$ cat src/rtl/am_insert_tx.sv
// am_insert_tx: 40GBASE-R transmit-side alignment marker inserter.
// Once every AM_GAP data blocks per lane, one alignment marker block goes out
// on all lanes at once. Each marker carries the lane marker bytes and the
// lane's BIP3/BIP7.
// Build option: define AM_BIP_EN to compute per-lane BIP. Without it, every
// marker carries BIP3=0x00 and BIP7=0xFF.
module am_insert_tx #(
    parameter int unsigned LANE_N  = 4,
    parameter int unsigned BLOCK_W = 66,
    parameter int unsigned AM_GAP  = 16383
) (
    input  logic                      clk,
    input  logic                      nreset,
    input  logic                      valid_i,
    input  logic [LANE_N*BLOCK_W-1:0] block_i,
    output logic                      ready_o,
    output logic                      valid_o,
    output logic [LANE_N*BLOCK_W-1:0] block_o,
    output logic                      am_o
);
    localparam int unsigned BUS_W    = LANE_N * BLOCK_W;
    localparam int unsigned BIP_W    = 8;
    localparam int unsigned CNT_W    = (AM_GAP > 1) ? $clog2(AM_GAP) : 1;
    localparam int unsigned MARKER_N = 4;
    // Marker bytes per lane, packed as {M2, M1, M0}.
    localparam logic [23:0] MARKER_TBL [MARKER_N] = '{
        24'h477690, 24'hE6C4F0, 24'h9B65C5, 24'h3D79A2
    };

    localparam logic [0:0] S_AM   = 1'b0;
    localparam logic [0:0] S_DATA = 1'b1;

    // Reject configurations that have no marker defined or no 66-bit block.
    if (LANE_N > MARKER_N) begin : g_bad_lane_n
        $error("am_insert_tx: no alignment marker defined beyond lane %0d", MARKER_N - 1);
    end
    if (BLOCK_W != 66) begin : g_bad_block_w
        $error("am_insert_tx: BLOCK_W must be 66");
    end

    // BIP3 fold of one block. Payload bit j+2 goes to BIP bit j%8.
    // Sync-header bits 0 and 1 go to BIP bits 3 and 4.
    function automatic logic [BIP_W-1:0] bip_fold(input logic [BLOCK_W-1:0] blk);
        logic [BIP_W-1:0] r;
        r = '0;
        for (int j = 0; j < int'(BLOCK_W) - 2; j++) begin
            r[3'(j)] = r[3'(j)] ^ blk[j + 2];
        end
        r[3] = r[3] ^ blk[0];
        r[4] = r[4] ^ blk[1];
        return r;
    endfunction

    // Marker block for one lane: sync header 01, M0..M2, BIP3, then the
    // complemented copies.
    function automatic logic [BLOCK_W-1:0] am_block(input logic [23:0] m,
                                                    input logic [BIP_W-1:0] bip);
        return {~bip, ~m[23:16], ~m[15:8], ~m[7:0], bip, m, 2'b01};
    endfunction

    logic [0:0]              state_q, state_d;
    logic [CNT_W-1:0]        cnt_q, cnt_d;
    logic                    valid_q, valid_d;
    logic                    am_q, am_d;
    logic [BUS_W-1:0]        block_q, block_d;
    logic [LANE_N*BIP_W-1:0] lane_bip;
    logic [BUS_W-1:0]        am_bus;
    logic                    xfer;
    logic                    last_blk;

    assign ready_o  = (state_q == S_DATA);
    assign xfer     = valid_i & ready_o;
    assign last_blk = (cnt_q == CNT_W'(AM_GAP - 1));

    assign valid_o  = valid_q;
    assign am_o     = am_q;
    assign block_o  = block_q;

    // Marker blocks for all lanes, built from the current BIP accumulators.
    always_comb begin
        am_bus = '0;
        for (int x = 0; x < int'(LANE_N); x++) begin
            am_bus[x*BLOCK_W +: BLOCK_W] = am_block(MARKER_TBL[x], lane_bip[x*BIP_W +: BIP_W]);
        end
    end

`ifdef AM_BIP_EN
    logic [LANE_N*BIP_W-1:0] bip_q, bip_d;

    // After a marker goes out, reload the accumulator with that marker's fold.
    // Otherwise fold in every accepted data block.
    always_comb begin
        bip_d = bip_q;
        for (int x = 0; x < int'(LANE_N); x++) begin
            if (state_q == S_AM) begin
                bip_d[x*BIP_W +: BIP_W] = bip_fold(am_bus[x*BLOCK_W +: BLOCK_W]);
            end else if (xfer) begin
                bip_d[x*BIP_W +: BIP_W] = bip_q[x*BIP_W +: BIP_W]
                                        ^ bip_fold(block_i[x*BLOCK_W +: BLOCK_W]);
            end
        end
    end

    // BIP accumulator register.
    always_ff @(posedge clk or negedge nreset) begin
        if (!nreset) bip_q <= '0;
        else         bip_q <= bip_d;
    end

    assign lane_bip = bip_q;
`else
    assign lane_bip = '0;
`endif

    // Next state: a marker cycle, then AM_GAP accepted data blocks.
    always_comb begin
        state_d = state_q;
        cnt_d   = cnt_q;
        valid_d = 1'b0;
        am_d    = 1'b0;
        block_d = block_q;
        case (state_q)
            S_AM: begin
                valid_d = 1'b1;
                am_d    = 1'b1;
                block_d = am_bus;
                cnt_d   = '0;
                state_d = S_DATA;
            end
            S_DATA: begin
                if (xfer) begin
                    valid_d = 1'b1;
                    block_d = block_i;
                    if (last_blk) begin
                        cnt_d   = '0;
                        state_d = S_AM;
                    end else begin
                        cnt_d = cnt_q + 1'b1;
                    end
                end
            end
            default: state_d = S_AM;
        endcase
    end

    // State and output registers.
    always_ff @(posedge clk or negedge nreset) begin
        if (!nreset) begin
            state_q <= S_AM;
            cnt_q   <= '0;
            valid_q <= 1'b0;
            am_q    <= 1'b0;
            block_q <= '0;
        end else begin
            state_q <= state_d;
            cnt_q   <= cnt_d;
            valid_q <= valid_d;
            am_q    <= am_d;
            block_q <= block_d;
        end
    end
endmodule

$ cat config.mk
export PLATFORM = sky130hd
export DESIGN_NAME = am_insert_tx
export DESIGN_NICKNAME = d
export VERILOG_FILES = /design/src/rtl/am_insert_tx.sv
export SDC_FILE = /design/constraint.sdc
export NUM_CORES = 1
export LEC_CHECK = 0
export BUFFER_PORTS_ARGS = -buffer_cell sky130_fd_sc_hd__buf_2
export CORE_AREA = 8 8 200 202
export CTS_CLUSTER_DIAMETER = 150
export CTS_CLUSTER_SIZE = 10
export DETAILED_ROUTE_END_ITERATION = 7
export DIE_AREA = 0 0 208 210
export PLACE_DENSITY = 0.61
export RECOVER_POWER = 50
export REMOVE_ABC_BUFFERS = 1
export SLEW_MARGIN = 20
export SYNTH_ARGS = -nofsm -noshare
export SYNTH_HDL_FRONTEND = slang
export SYNTH_SLANG_ARGS = --single-unit
$ cat constraint.sdc
create_clock -name clk -period 4.3 [get_ports clk]
set_clock_uncertainty 0.2 [all_clocks]
set_input_delay 0.215 -clock clk [delete_from_list [all_inputs] [get_ports clk]]
set_output_delay 0.215 -clock clk [all_outputs]
set_load 0.01 [all_outputs]
==> results.yml <==
finish:
  ff_latch_area_um2: 7040
  drive_above_1_share_pct: 18.0
  n_fill_cell: 3410
  nets: 2020
  syn2layout_area_growth_pct: 56.9
  multiInputGateArea_um2: 4130
  fin_area_um2: 18000
  fin_cells: 2231
drt:
  via_per_inst: 4.55
  dr.pass1.iters: 6
  antenna_left: 0
  post_drt_wl_per_cell_um: 18.7
  finalWirelength_mm: 41.8
  initialDrtViolationCount: 480
  num_vias: 10200
  route.detailed.drc: 0
floorplan:
  rows: 71
  initial_utilization_pct: 31.1
  pin_count: 534
  fp.dieArea_um2: 43700
  die_h_um: 210
  die_w_um: 208
  core_area_um2: 37000
synth:
  synth_area_per_cell_um2: 12.1
  synth_top_area_share_pct: 61.2
  syn_inst: 952
  synth_area_leaders: "dfrtp_1 (61%), mux2i_1 (23%), nand2_1 (4.7%), nor2_1 (4.3%), buf_2 (1.4%)"
  yosysMostFrequentCell: "dfrtp_1"
  synthFlopType: "dfrtp_1"
  yosys_warnings: 0
  synthDistinctLibCells: 30
  ys_seq_elements: 281
  synth_top_area_cell: "dfrtp_1"
  synth_edf_count: 0
  synth.top_cells.by_count: "dfrtp_1 (281), mux2i_1 (265), nand2_1 (143)"
  synthArstFlopShare_pct: 100
  synth.cell_area_um2: 11500
  ys_seq_area_share_pct: 61.2
place:
  dp.cells: 1901
  place_area_um2: 14600
  hpwl_mm: 27.0
  place_congestion: 0.829
  io_buffers: 533
worst_hold_path:
  min_path_type: "in2async"
worst_setup_path:
  r2r_cells: 3
  cp.arrival_ns: 3.30
  critical_path.max_fanout: 103
  r2r-end: "cnt_q[3]$_DFFE_PN0P_"
  critPathLaunch: "valid_i"
  worstPathCellList: "buf_8, buf_2, mux2i_1, nor2_1"
  cp-start-kind: "primary input"
  endpoint: "block_o[164]$_DFFE_PN0P_"
  crit_buf_inv: 2
  crit_slowest_cell: "buf_2"
  required_ns: 4.45
  regToRegStartpoint: "ready_o$_DFF_PN0_"
  criticalPathCategory: "in2reg"
  cp_top_family: "buffers and inverters"
  worstSetupEndpointType: "flop"
  ff2ff_setup_slack_ns: 1.92
  slowest_delay_ns: 2.20
  path_depth: 4
sta:
  slew_headroom_pct: -108
  max_freq_mhz: 318
  tightest_slew_ns: 3.12
  finalSetupViolations: 0
  holdWs_ns: 0.113
  maxSlewViolCount: 146
  period_needed_ns: 3.15
  fin_crit_sh_pct: 73.2
  grt_setup_unrepaired: "no"
  tns_ns: 0
  hold_violations: 0
global_route:
  grt_pass1_wl_mm: 64.6
  grt.total_usage_pct: 18.4
  grt_pass1_vias: 11300
  antenna_found_initial: 3
  gr-total-overflow: 0
  grt_max_degree: 110
power:
  power_density_nw_per_um2: 378
  p_leak_nw: 9.00
  vdd_drop_max_uv: 326
clocking:
  insertion_delay_ns: 0.53
  cts_buffers: 34
  htreeDepth: 2
  cts_setup_buffers: 0
  cts_resized: 0
  cts_tree: "done"
  clk_path_buf_depth: 3
  clkSinkCount: 281
  clk_pin_slew_ns: 0.05
  cts_root_buffer: "clkbuf_16"
status:
  status: "finished, violations left"
  violations: "max-capacitance violations, max-slew violations"
run:
  cap_violations: 2
-- how the worst min path moves through the flow --
stage | end | cells after the start | slack [ns] | startpoint
finish | block_o[136]$_DFFE_PN0P_ | 2 | 0.11 | nreset
CTS | block_o[15]$_DFFE_PN0P_ | 2 | 0.1 | nreset
floorplan | am_o$_DFF_PN0_ | 0 | -0.28 | nreset
global route | block_o[128]$_DFFE_PN0P_ | 2 | 0.16 | nreset
global placement | block_o[109]$_DFFE_PN0P_ | 1 | 0.08 | nreset
detailed placement | block_o[136]$_DFFE_PN0P_ | 1 | 0.08 | nreset
-- layout make-up --
cell class / count / share of cell area [%]
sequential: 281 / 39.0
timing repair buffer: 829 / 29.6
multi-input combinational: 600 / 22.9
clock buffer: 37 / 4.90
tap: 474 / 3.29
inverter: 5 / 0.118
clock inverter: 2 / 0.0972
antenna: 3 / 0.0417
-- cell families after synthesis --
kind of cell | after synthesis | share of synthesized area [%]
AOI/OAI and AO/OA | 20 | 1.37
DFF | 281 | 61.2
buffers and inverters | 71 | 2.80
muxes | 265 | 23.1
adders and majority gates | 2 | 0.218
and+or+nand+nor | 313 | 11.3
-- cell usage in the layout (no fill, tap or decap), drive strengths merged, types with 5 or more instances in the layout --
master	instances
buf	274
nor3b	6
o22a	5
mux2i	265
nand2	143
dlygate4sd3	288
nand4	5
o31ai	6
nand3	6
nor4	6
nor3	6
dfrtp	281
a21o	6
clkbuf	304
nor2	132
inv	7
-- stage by stage --
stage               setup WS, ns  utilization (%)  total power, mW
floorplan                 -0.201                -             3.54
global placement            1.97             39.5             4.16
detailed placement          1.93             39.5             4.18
CTS                         1.90             49.7             6.96
global route               0.931             48.8             7.15
finish                      1.15             48.8             6.81
-- power breakdown --
part           internal [mW]  switching [mW]  leakage, nW
sequential              2.91           0.176         3.30
combinational          0.594           0.647         5.26
clock                   1.44            1.04        0.443
total                   4.95            1.86         9.00
-- flip-flops by register name (all words and copies together) (netlist names) --
| name | cells |
|---|---|
| am_o | 1 |
| valid_o | 1 |
| block_o | 264 |
| ready_o | 1 |
| cnt_q | 14 |
-- routing by layer --
metal	wire [µm]	vias up	GRT usage, %
met1	17100	4887	21.6
met2	20200	405	31.1
li1	-	4780	-
met3	2800	85	5.42
met4	1600	0	7.78
met5	0	-	0
-- worst reg2reg max path, delay by kind of cell (launching register included) --
kind	cells	cell delay (ns)
AO/OA/AOI/OAI	1	0.18
flip-flops	1	0.78
AND/OR/NAND/NOR	2	1.14
-- timing repair --
| item | CTS | global route |
|---|---|---|
| setup endpoints to repair | 0 | 0 |
| endpoints found under the hold margin | 352 | 0 |
| hold buffers | 288 | 0 |
(Power assumes the default switching activity.)
